==> src/rtl/replay_pkg.sv <==
// Shared defaults and state encoding for the link replay controller.
package replay_pkg;

  localparam int unsigned DW_DEF    = 16;
  localparam int unsigned DEPTH_DEF = 8;
  localparam int unsigned CW_DEF    = $clog2(DEPTH_DEF + 1);

  typedef enum logic [1:0] {
    IDLE  = 2'd0,
    RP_RD = 2'd1,
    RP_WR = 2'd2
  } state_e;

endpackage

==> src/rtl/replay_ctrl_if.sv <==
// Source handshake, link output, ack/nak and FIFO control bundle for replay_ctrl.
interface replay_ctrl_if #(
  parameter int unsigned DW    = replay_pkg::DW_DEF,
  parameter int unsigned DEPTH = replay_pkg::DEPTH_DEF
);
  localparam int unsigned CW = $clog2(DEPTH + 1);

  logic          src_valid;
  logic [DW-1:0] src_data;
  logic          src_ready;
  logic          tx_valid;
  logic [DW-1:0] tx_data;
  logic          ack;
  logic          nak;
  logic          fifo_en;
  logic          fifo_wr;
  logic          fifo_rd;
  logic [DW-1:0] fifo_din;
  logic [DW-1:0] fifo_dout;
  logic          fifo_empty;
  logic          fifo_full;
  logic [CW-1:0] outstanding;
  logic          busy;
  logic          err_ack;

  modport master (
    input  src_valid, src_data, ack, nak, fifo_dout, fifo_empty, fifo_full,
    output src_ready, tx_valid, tx_data, fifo_en, fifo_wr, fifo_rd, fifo_din,
           outstanding, busy, err_ack
  );

  modport slave (
    output src_valid, src_data, ack, nak, fifo_dout, fifo_empty, fifo_full,
    input  src_ready, tx_valid, tx_data, fifo_en, fifo_wr, fifo_rd, fifo_din,
           outstanding, busy, err_ack
  );
endinterface

==> src/rtl/replay_ctrl.sv <==
// Go-back-N replay controller: words sent to the link are kept in an external
// FIFO until acked; a nak rotates every outstanding word through the FIFO
// again, re-sending it in order at two cycles per word.
module replay_ctrl
  import replay_pkg::*;
#(
  parameter int unsigned DW    = DW_DEF,
  parameter int unsigned DEPTH = DEPTH_DEF
) (
  input logic           clk,
  input logic           rst_n,
  replay_ctrl_if.master bus
);

  localparam int unsigned    CW      = $clog2(DEPTH + 1);
  localparam logic [CW-1:0] DEPTH_C = CW'(DEPTH);
  localparam logic [CW-1:0] ONE_C   = CW'(1);

  state_e        state, state_nx;
  logic [CW-1:0] outstanding_q, outstanding_nx;
  logic [CW-1:0] rp_cnt, rp_cnt_nx;
  logic [CW-1:0] ack_pend, ack_pend_nx;
  logic          can_take;
  logic          has_word;

  // State and counter registers.
  always_ff @(posedge clk or negedge rst_n) begin
    if (!rst_n) begin
      state         <= IDLE;
      outstanding_q <= '0;
      rp_cnt        <= '0;
      ack_pend      <= '0;
    end else begin
      state         <= state_nx;
      outstanding_q <= outstanding_nx;
      rp_cnt        <= rp_cnt_nx;
      ack_pend      <= ack_pend_nx;
    end
  end

  // Next-state and outputs; everything is forced low while reset is held.
  always_comb begin
    state_nx       = state;
    outstanding_nx = outstanding_q;
    rp_cnt_nx      = rp_cnt;
    ack_pend_nx    = ack_pend;
    can_take       = 1'b0;
    has_word       = (outstanding_q != '0) && !bus.fifo_empty;
    bus.src_ready  = 1'b0;
    bus.tx_valid   = 1'b0;
    bus.tx_data    = '0;
    bus.fifo_en    = 1'b0;
    bus.fifo_wr    = 1'b0;
    bus.fifo_rd    = 1'b0;
    bus.fifo_din   = '0;
    bus.busy       = 1'b0;
    bus.err_ack    = 1'b0;

    if (rst_n) begin
      bus.fifo_en = 1'b1;
      bus.busy    = (state != IDLE);

      unique case (state)
        IDLE: begin
          can_take      = !bus.fifo_full && !bus.ack && (ack_pend == '0);
          bus.src_ready = can_take;
          if (bus.ack) begin
            if (has_word) begin
              bus.fifo_rd    = 1'b1;
              outstanding_nx = outstanding_q - ONE_C;
            end else begin
              bus.err_ack = 1'b1;
            end
          end else if (ack_pend != '0) begin
            // Acks that arrived during a replay are retired one per cycle.
            ack_pend_nx = ack_pend - ONE_C;
            if (has_word) begin
              bus.fifo_rd    = 1'b1;
              outstanding_nx = outstanding_q - ONE_C;
            end else begin
              bus.err_ack = 1'b1;
            end
          end else if (bus.src_valid && can_take) begin
            bus.fifo_wr    = 1'b1;
            bus.fifo_din   = bus.src_data;
            bus.tx_valid   = 1'b1;
            bus.tx_data    = bus.src_data;
            outstanding_nx = outstanding_q + ONE_C;
          end
          // Replay covers everything still held once this cycle's traffic settles.
          if (bus.nak && (outstanding_nx != '0)) begin
            rp_cnt_nx = outstanding_nx;
            state_nx  = RP_RD;
          end
        end
        RP_RD: begin
          bus.fifo_rd = 1'b1;
          state_nx    = RP_WR;
        end
        RP_WR: begin
          bus.fifo_wr  = 1'b1;
          bus.fifo_din = bus.fifo_dout;
          bus.tx_valid = 1'b1;
          bus.tx_data  = bus.fifo_dout;
          rp_cnt_nx    = rp_cnt - ONE_C;
          state_nx     = (rp_cnt > ONE_C) ? RP_RD : IDLE;
        end
        default: state_nx = IDLE;
      endcase

      if ((state != IDLE) && bus.ack && (ack_pend != DEPTH_C)) begin
        ack_pend_nx = ack_pend + ONE_C;
      end
    end
  end

  assign bus.outstanding = outstanding_q;

endmodule

==> src/flat_wrapper.sv <==
// flat-port wrapper written by rule: the top's interface ports become plain ports
module replay_ctrl_flat import replay_pkg::*;
#(
  parameter int unsigned DW    = DW_DEF,
  parameter int unsigned DEPTH = DEPTH_DEF
)
  (clk, rst_n, bus_src_valid, bus_src_data, bus_ack, bus_nak, bus_fifo_dout, bus_fifo_empty, bus_fifo_full, bus_src_ready, bus_tx_valid, bus_tx_data, bus_fifo_en, bus_fifo_wr, bus_fifo_rd, bus_fifo_din, bus_outstanding, bus_busy, bus_err_ack);
  replay_ctrl_if #(.DW(DW), .DEPTH(DEPTH)) bus_i ();
  input logic clk;
  input logic rst_n;
  input wire logic [$bits(bus_i.src_valid)-1:0] bus_src_valid;
  input wire logic [$bits(bus_i.src_data)-1:0] bus_src_data;
  input wire logic [$bits(bus_i.ack)-1:0] bus_ack;
  input wire logic [$bits(bus_i.nak)-1:0] bus_nak;
  input wire logic [$bits(bus_i.fifo_dout)-1:0] bus_fifo_dout;
  input wire logic [$bits(bus_i.fifo_empty)-1:0] bus_fifo_empty;
  input wire logic [$bits(bus_i.fifo_full)-1:0] bus_fifo_full;
  output wire logic [$bits(bus_i.src_ready)-1:0] bus_src_ready;
  output wire logic [$bits(bus_i.tx_valid)-1:0] bus_tx_valid;
  output wire logic [$bits(bus_i.tx_data)-1:0] bus_tx_data;
  output wire logic [$bits(bus_i.fifo_en)-1:0] bus_fifo_en;
  output wire logic [$bits(bus_i.fifo_wr)-1:0] bus_fifo_wr;
  output wire logic [$bits(bus_i.fifo_rd)-1:0] bus_fifo_rd;
  output wire logic [$bits(bus_i.fifo_din)-1:0] bus_fifo_din;
  output wire logic [$bits(bus_i.outstanding)-1:0] bus_outstanding;
  output wire logic [$bits(bus_i.busy)-1:0] bus_busy;
  output wire logic [$bits(bus_i.err_ack)-1:0] bus_err_ack;
  assign bus_i.src_valid = bus_src_valid;
  assign bus_i.src_data = bus_src_data;
  assign bus_i.ack = bus_ack;
  assign bus_i.nak = bus_nak;
  assign bus_i.fifo_dout = bus_fifo_dout;
  assign bus_i.fifo_empty = bus_fifo_empty;
  assign bus_i.fifo_full = bus_fifo_full;
  assign bus_src_ready = bus_i.src_ready;
  assign bus_tx_valid = bus_i.tx_valid;
  assign bus_tx_data = bus_i.tx_data;
  assign bus_fifo_en = bus_i.fifo_en;
  assign bus_fifo_wr = bus_i.fifo_wr;
  assign bus_fifo_rd = bus_i.fifo_rd;
  assign bus_fifo_din = bus_i.fifo_din;
  assign bus_outstanding = bus_i.outstanding;
  assign bus_busy = bus_i.busy;
  assign bus_err_ack = bus_i.err_ack;
  replay_ctrl #(.DW(DW), .DEPTH(DEPTH)) u_core (.clk(clk), .rst_n(rst_n), .bus(bus_i));
endmodule
==> config.mk <==
export PLATFORM = sky130hd
export DESIGN_NAME = replay_ctrl_flat
export DESIGN_NICKNAME = d
export VERILOG_FILES = /design/src/rtl/replay_pkg.sv /design/src/rtl/replay_ctrl_if.sv /design/src/rtl/replay_ctrl.sv /design/src/flat_wrapper.sv
export SDC_FILE = /design/constraint.sdc
export NUM_CORES = 1
export LEC_CHECK = 0
export ABC_AREA = 1
export CAP_MARGIN = 30
export CORE_MARGIN = 3
export CORE_UTILIZATION = 32
export DETAILED_ROUTE_END_ITERATION = 12
export GPL_ROUTABILITY_DRIVEN = 0
export PLACE_DENSITY = 0.7
export SETUP_SLACK_MARGIN = 0.15
export SYNTH_ARGS = -nofsm -noshare
export SYNTH_HDL_FRONTEND = slang
export SYNTH_SLANG_ARGS = --single-unit
==> constraint.sdc <==
create_clock -name clk -period 5.1 [get_ports clk]
set_input_delay 0.51 -clock clk [delete_from_list [all_inputs] [get_ports clk]]
set_output_delay 0.51 -clock clk [all_outputs]
set_load 0.02 [all_outputs]
==> results of run 1 <==
-- Yosys cell counts --
master | n | share of area, %
a211oi_1 | 2 | 0.99
a21oi_1 | 15 | 5.0
a21oi_4 | 1 | 1.1
a22oi_1 | 4 | 2.0
buf_2 | 1 | 0.33
buf_4 | 19 | 9.4
clkbuf_1 | 2 | 0.50
clkinv_1 | 1 | 0.25
dfrtp_1 | 14 | 23
fa_1 | 1 | 1.3
ha_1 | 6 | 5.0
inv_1 | 18 | 4.5
inv_2 | 2 | 0.50
mux2_2 | 1 | 0.74
nand2_1 | 65 | 16
nand2_2 | 2 | 0.83
nand2_4 | 3 | 2.2
nand3_1 | 20 | 6.6
nand3_2 | 1 | 0.66
nand3_4 | 1 | 1.2
nand3b_1 | 1 | 0.50
nand4_4 | 1 | 1.4
nor2_1 | 16 | 4.0
nor2_2 | 6 | 2.5
nor2_4 | 2 | 1.5
nor3_1 | 3 | 0.99
o211ai_1 | 1 | 0.50
o21ai_0 | 9 | 3.0
or2_2 | 1 | 0.41
xnor2_1 | 4 | 2.3
xor2_1 | 1 | 0.58
-- layout make-up --
cell class                      instances  area, sq um
Multi-Input combinational cell        167          927
Tap cell                               52         65.1
Inverter                               21         78.8
Timing Repair Buffer                   83          826
Fill cell                             469         2160
Clock buffer                            3         41.3
Sequential cell                        14          350
-- worst paths after layout --
path / start / to / slack (ns)
setup / recovery: bus_ack / bus_tx_data[12] / 1.71
hold / removal: u_core.rp_cnt[1] / u_core.rp_cnt[1] / 0.47
setup reg to reg: u_core.bus.outstanding[0] / u_core.rp_cnt[0] / 3.11
hold reg to reg: u_core.rp_cnt[1] / u_core.rp_cnt[1] / 0.47
max in group asynchronous: rst_n / u_core.rp_cnt[2] / 4.32
min in group asynchronous: rst_n / u_core.ack_pend[1] / 0.60
-- registers in the layout (all words and copies together) (netlist names) --
signal	cells
u_core.ack_pend	4
u_core.rp_cnt	4
u_core.bus.outstanding	4
u_core.state	2
-- routing by layer --
layer / track usage (%) / part of all wire, % / wire (microns)
met4: 3.56 / 0.48 / 20
met3: 2.00 / 6.1 / 251
met2: 22.7 / 46 / 1920
met5: 0 / 0 / 0
met1: 21.2 / 47 / 1940
-- per-stage QoR --
stage	total power [W]	instance area (sq um)	worst slack (ns)	utilization, %
3_5_place_dp	0.000896	2250	1.70	50.6
4_1_cts	0.000992	2290	1.71	51.5
6_report	0.000986	2290	1.71	51.5
5_1_grt	0.00109	2290	1.53	51.5
2_1_floorplan	0.000703	1510	2.66	-
3_3_place_gp	0.000893	2250	1.72	50.6
-- tightest hold or removal path: cells and delay by family (launching register included) --
family	cells	cell delay, ns
flip-flops	1	0.34
AND/OR/NAND/NOR	2	0.10
-- logic make-up (layout without fill, tap and decap cells) --
kind of cell / count (synthesis) / in the layout / share of synthesized area, %
buffers and inverters: 43 / 107 / 15.5
muxes: 1 / 1 / 0.745
adders and majority gates: 7 / 7 / 6.29
DFF: 14 / 14 / 23.2
AOI/OAI and AO/OA: 32 / 32 / 12.5
xor gates and xnor gates: 5 / 5 / 2.90
and+or+nand+nor: 122 / 122 / 38.9
-- layout by cell type, fill, tap and decap left out, types with 3 or more instances in the layout --
cell / instances
a21oi_1: 15
a22oi_1: 4
clkbuf_8: 3
clkdlybuf4s50_1: 81
dfrtp_1: 14
ha_1: 6
inv_1: 18
nand2_1: 65
nand2_4: 3
nand3_1: 20
nor2_1: 16
nor2_2: 6
nor3_1: 3
o21ai_0: 9
xnor2_1: 4
-- where the power goes --
group	total [W]	switching (W)	internal, W
sequential	0.000239	0.0000748	0.000164
clock	0.0000877	0.0000356	0.0000521
combinational	0.000659	0.000371	0.000288
total	0.000986	0.000482	0.000504
==> results.ini, run 1 <==
[run_status]
outcome = finished clean

[clocking]
max-clock-path-buffers = 2
cts_setup_buffers = 0
postCtsHoldBufs = 0
cts_buffers = 3
cts_tree = done
tritoncts_num_sinks = 14
cts.root.buffer_cell = clkbuf_8
cts-htree-levels = 1
worst_skew_pair.late_latency_ns = 0.24
ctsResizeCount = 0
clkTransAtPathRegs_ns = 0.05

[synthesis]
synth_fp_nets = 270
yosysUniqueCellTypes = 31
synthesis.instances = 224
mappedNetlistArea_sq_um = 1510
postSynthRegisterBits = 14
yosys_warnings = 0
synth.yosys.seq_area_share_pct = 23.2
syn_avg_cell_area_sq_um = 6.75

[placement]
dp.final_hpwl_microns = 3310
place.detailed.instances = 337
port_buffer_count = 81

[route]
drc_errors = 0
routed_via_density = 4.62
wire_per_inst_microns = 12.1
drtPass1Iterations = 4
via_count = 1571
drtIter0Drc = 100
final_antenna_net_count = 0
wirelength_routed_microns = 4130

[cells_and_area]
layout.nets = 336
layout-area-overhead-vs-synth_pct = 51.4
number_of_standard_cells_in_the_final_layout_excluding_fillers = 340
post_route_cells_drive_above_1_share_pct = 9.03
antenna_cells = 0

[global_routing]
gr-usage-all-layers_pct = 14.5
grt_pass1_wl_microns = 6540
grt_start_max_net_pins = 20
grt_antenna_before_repair = 0
grt_pass1_vias = 1407
global_route_overflow = 0

[critical_path]
worst_ep_required_time_ns = 4.59
critical_path.startpoint_type = input pin
path_cells = clkdlybuf4s50_1 > nor2_2 > nand4_4 > nor2_2 > nand2_1 > a21oi_1 > clkdlybuf4s50_1
path_max_fanout = 16
critPathSlowestCell = clkdlybuf4s50_1
timing.critical_path.arrival_ns = 2.88
worst-r2r-cell-count = 14
cp_num_buf_inv = 2
critical_path_cell_count = 7
critical_path_sink_type = output pin
slowest_delay_ns = 0.67
critical_path_class = input pin to output pin
cpLargestDelayFamily = buffers and inverters

[floorplan]
core_area_sq_um = 4440
placementRows = 24
dieArea_sq_um = 5580
dieHeight_microns = 74.7
pin_count = 82
initial_util_pct = 34.0
floorplan.die.width_microns = 74.7

[sta]
setup_repair_after_global_routing_missed_its_margin = no
worst-slew-pin-transition_ns = 0.652
layout_worst_path_cycle_share_pct = 66.4
timing.clock.skew_ns = 0.000789
report.final.hold_viol_count = 0
finalCriticalPeriod_ns = 3.39
hold-worst-slack_ns = 0.471
upper_clock_frequency_limit_ghz = 0.295
setup_total_negative_slack_ns = 0
slew-limit-headroom_pct = 56.5
slew_violations = 0
number_of_setup_violations_in_the_final_report = 0

[min_path]
hold_path_depth = 2
hold_path_class = flip-flop to flip-flop

[power_and_ir_drop]
power_density_nw_per_um2 = 431
power_leakage_nw = 0.951
worst_ir_drop_vdd_uv = 274

[flow_run]
timing.max_cap.violations = 0

Power figures use the tool's default switching activity.
==> run 2, diff against run 1 <==
--- a/config.mk
+++ b/config.mk
@@ -11,7 +11,7 @@
 export CORE_UTILIZATION = 32
 export DETAILED_ROUTE_END_ITERATION = 12
 export GPL_ROUTABILITY_DRIVEN = 0
-export PLACE_DENSITY = 0.7
+export PLACE_DENSITY = 0.73
 export SETUP_SLACK_MARGIN = 0.15
 export SYNTH_ARGS = -nofsm -noshare
 export SYNTH_HDL_FRONTEND = slang
==> constraint.sdc (replaced) <==
create_clock -name clk -period 3 [get_ports clk]
set_input_delay 0.3 -clock clk [delete_from_list [all_inputs] [get_ports clk]]
set_output_delay 0.3 -clock clk [all_outputs]
set_load 0.02 [all_outputs]
==> run 2 against run 1 <==
Sequential power up 70%; register-to-register slack worse by 2.1 ns; combinational power up 71%; critical path depth down 1; sequential share of layout area down 0.29 points; clock power up 110%; non-clock buffer count up 4; highest routed layer unchanged; count of clock-buffer cells in the layout up 1; hold slack worse by 0.0033 ns; wire length up 1.4%; cell area up 1.9%; via count up 3.1%.
==> results.ini, run 2 (synthesized netlist as in run 1, its figures left out) <==
[run_status]
outcome = finished clean

[floorplan]
pin_count = 82
core_area_sq_um = 4440
dieArea_sq_um = 5580
dieHeight_microns = 74.7
placementRows = 24
initial_util_pct = 34.0
floorplan.die.width_microns = 74.7

[clocking]
postCtsHoldBufs = 0
worst_skew_pair.late_latency_ns = 0.25
cts_tree = done
tritoncts_num_sinks = 14
clkTransAtPathRegs_ns = 0.06
cts_buffers = 3
max-clock-path-buffers = 2
cts_setup_buffers = 0
cts.root.buffer_cell = clkbuf_8
cts-htree-levels = 1
ctsResizeCount = 0

[cells_and_area]
mostFrequentLayoutCell = clkdlybuf4s50_1
layout-area-overhead-vs-synth_pct = 54.3
antenna_cells = 0
layout_common_cells = clkdlybuf4s50_1, nand2_1, nand3_1, inv_1, nor2_1
layout.nets = 340
fillers = 430
post_route_cells_drive_above_1_share_pct = 10.6
final_cell_area_sq_um = 2330

[route]
via_count = 1620
routed_via_density = 4.70
wire_per_inst_microns = 12.1
drtPass1Iterations = 4
wirelength_routed_microns = 4190
drtIter0Drc = 48
drc_errors = 0
final_antenna_net_count = 0

[sta]
upper_clock_frequency_limit_ghz = 0.379
slew_violations = 0
report.final.hold_viol_count = 0
setup_total_negative_slack_ns = 0
timing.clock.skew_ns = 0.00163
finalCriticalPeriod_ns = 2.64
number_of_setup_violations_in_the_final_report = 0
worst-slew-pin-transition_ns = 0.366
slew-limit-headroom_pct = 75.5
setup_repair_after_global_routing_missed_its_margin = no
layout_worst_path_cycle_share_pct = 88.0

[critical_path]
reg2reg_from = u_core.bus.outstanding[0]
worst-r2r-cell-count = 13
minimum_setup_slack_among_reg_to_reg_paths_ns = 0.99
critical_path.startpoint_type = flip-flop
cpLargestDelayFamily = buffers and inverters
slowest_delay_ns = 0.66
worst_ep_required_time_ns = 2.70
path_cells = inv_1 > ha_1 > a21oi_4 > nand2_2 > a211oi_1 > clkdlybuf4s50_1
critical_path_sink_type = output pin
critPathSlowestCell = clkdlybuf4s50_1
critical_path_class = flip-flop to output pin
cp_num_buf_inv = 2
crit-reg2reg-capture = u_core.rp_cnt[2]
path_max_fanout = 6
timing.critical_path.arrival_ns = 2.34

[power_and_ir_drop]
worst_ir_drop_vdd_uv = 524
design_power_total_w = 0.00173
power_leakage_nw = 0.979
power_density_nw_per_um2 = 740

[global_routing]
grt_pass1_wl_microns = 6560
global_route_overflow = 0
grt_start_max_net_pins = 20
gr-usage-all-layers_pct = 14.9
grt_pass1_vias = 1456
grt_antenna_before_repair = 0

[placement]
placed_area_sq_um = 2280
port_buffer_count = 81
dp.final_hpwl_microns = 3420

[min_path]
hold_path_class = flip-flop to flip-flop
hold_end = u_core.rp_cnt[1]
hold_path_depth = 2
timing.hold.worst.start = u_core.rp_cnt[1]

[flow_run]
timing.max_cap.violations = 0

## run 2: how the worst max path moves through the flow
stage                                         start              end  slack [ns]  cells past startpoint
after CTS                 u_core.bus.outstanding[0]      bus_fifo_rd        0.35                      6
after floorplan                  u_core.ack_pend[1]  bus_tx_data[10]        0.85                      7
after global placement                      bus_ack  bus_tx_data[12]        0.37                      8
final                     u_core.bus.outstanding[0]      bus_fifo_rd        0.36                      6
after global routing      u_core.bus.outstanding[0]      bus_fifo_rd        0.18                      6
after detailed placement                    bus_ack   bus_tx_data[4]        0.36                      8
## run 2: worst register-to-register path, stage by stage (launching register included)
cell	delay (ns)
dfrtp_1	0.44
inv_1	0.12
ha_1	0.26
a21oi_4	0.25
nand2_1	0.08
o211ai_1	0.10
nand2_1	0.13
nor2_1	0.14
nand2_2	0.09
nand2_4	0.08
nand2_4	0.08
nand2_4	0.08
nand2_1	0.05
nand2_1	0.06
## run 2: routing by layer
layer,wire [microns],global-route usage [%]
met1,1880,19.6
met2,1940,24.3
met3,326,4.41
met4,39,3.56
met5,0,0
## run 2: where the power goes
part           internal (W)  leakage (nW)  switching [W]
combinational      0.000500         0.779       0.000635
clock              0.000116        0.0288      0.0000686
sequential         0.000279         0.171       0.000127
total              0.000896         0.979       0.000830
## run 2: area by class of cell
type,count,area (sq um),share of cell area [%]
Clock buffer,4,55.1,2.36
Inverter,21,78.8,3.38
Multi-Input combinational cell,167,927,39.8
Sequential cell,14,350,15.0
Tap cell,52,65.1,2.79
Timing Repair Buffer,87,856,36.7
## run 2: metrics by stage
stage                     utilization (%)  setup WS [ns]  hold WS (ns)  instances
after floorplan                         -          0.846       0.00441        224
after global placement               51.2          0.373         0.458        341
after detailed placement             51.2          0.364         0.458        341
after CTS                            52.5          0.345         0.473        345
after global routing                 52.5          0.183         0.496        345
final                                52.5          0.359         0.468        345
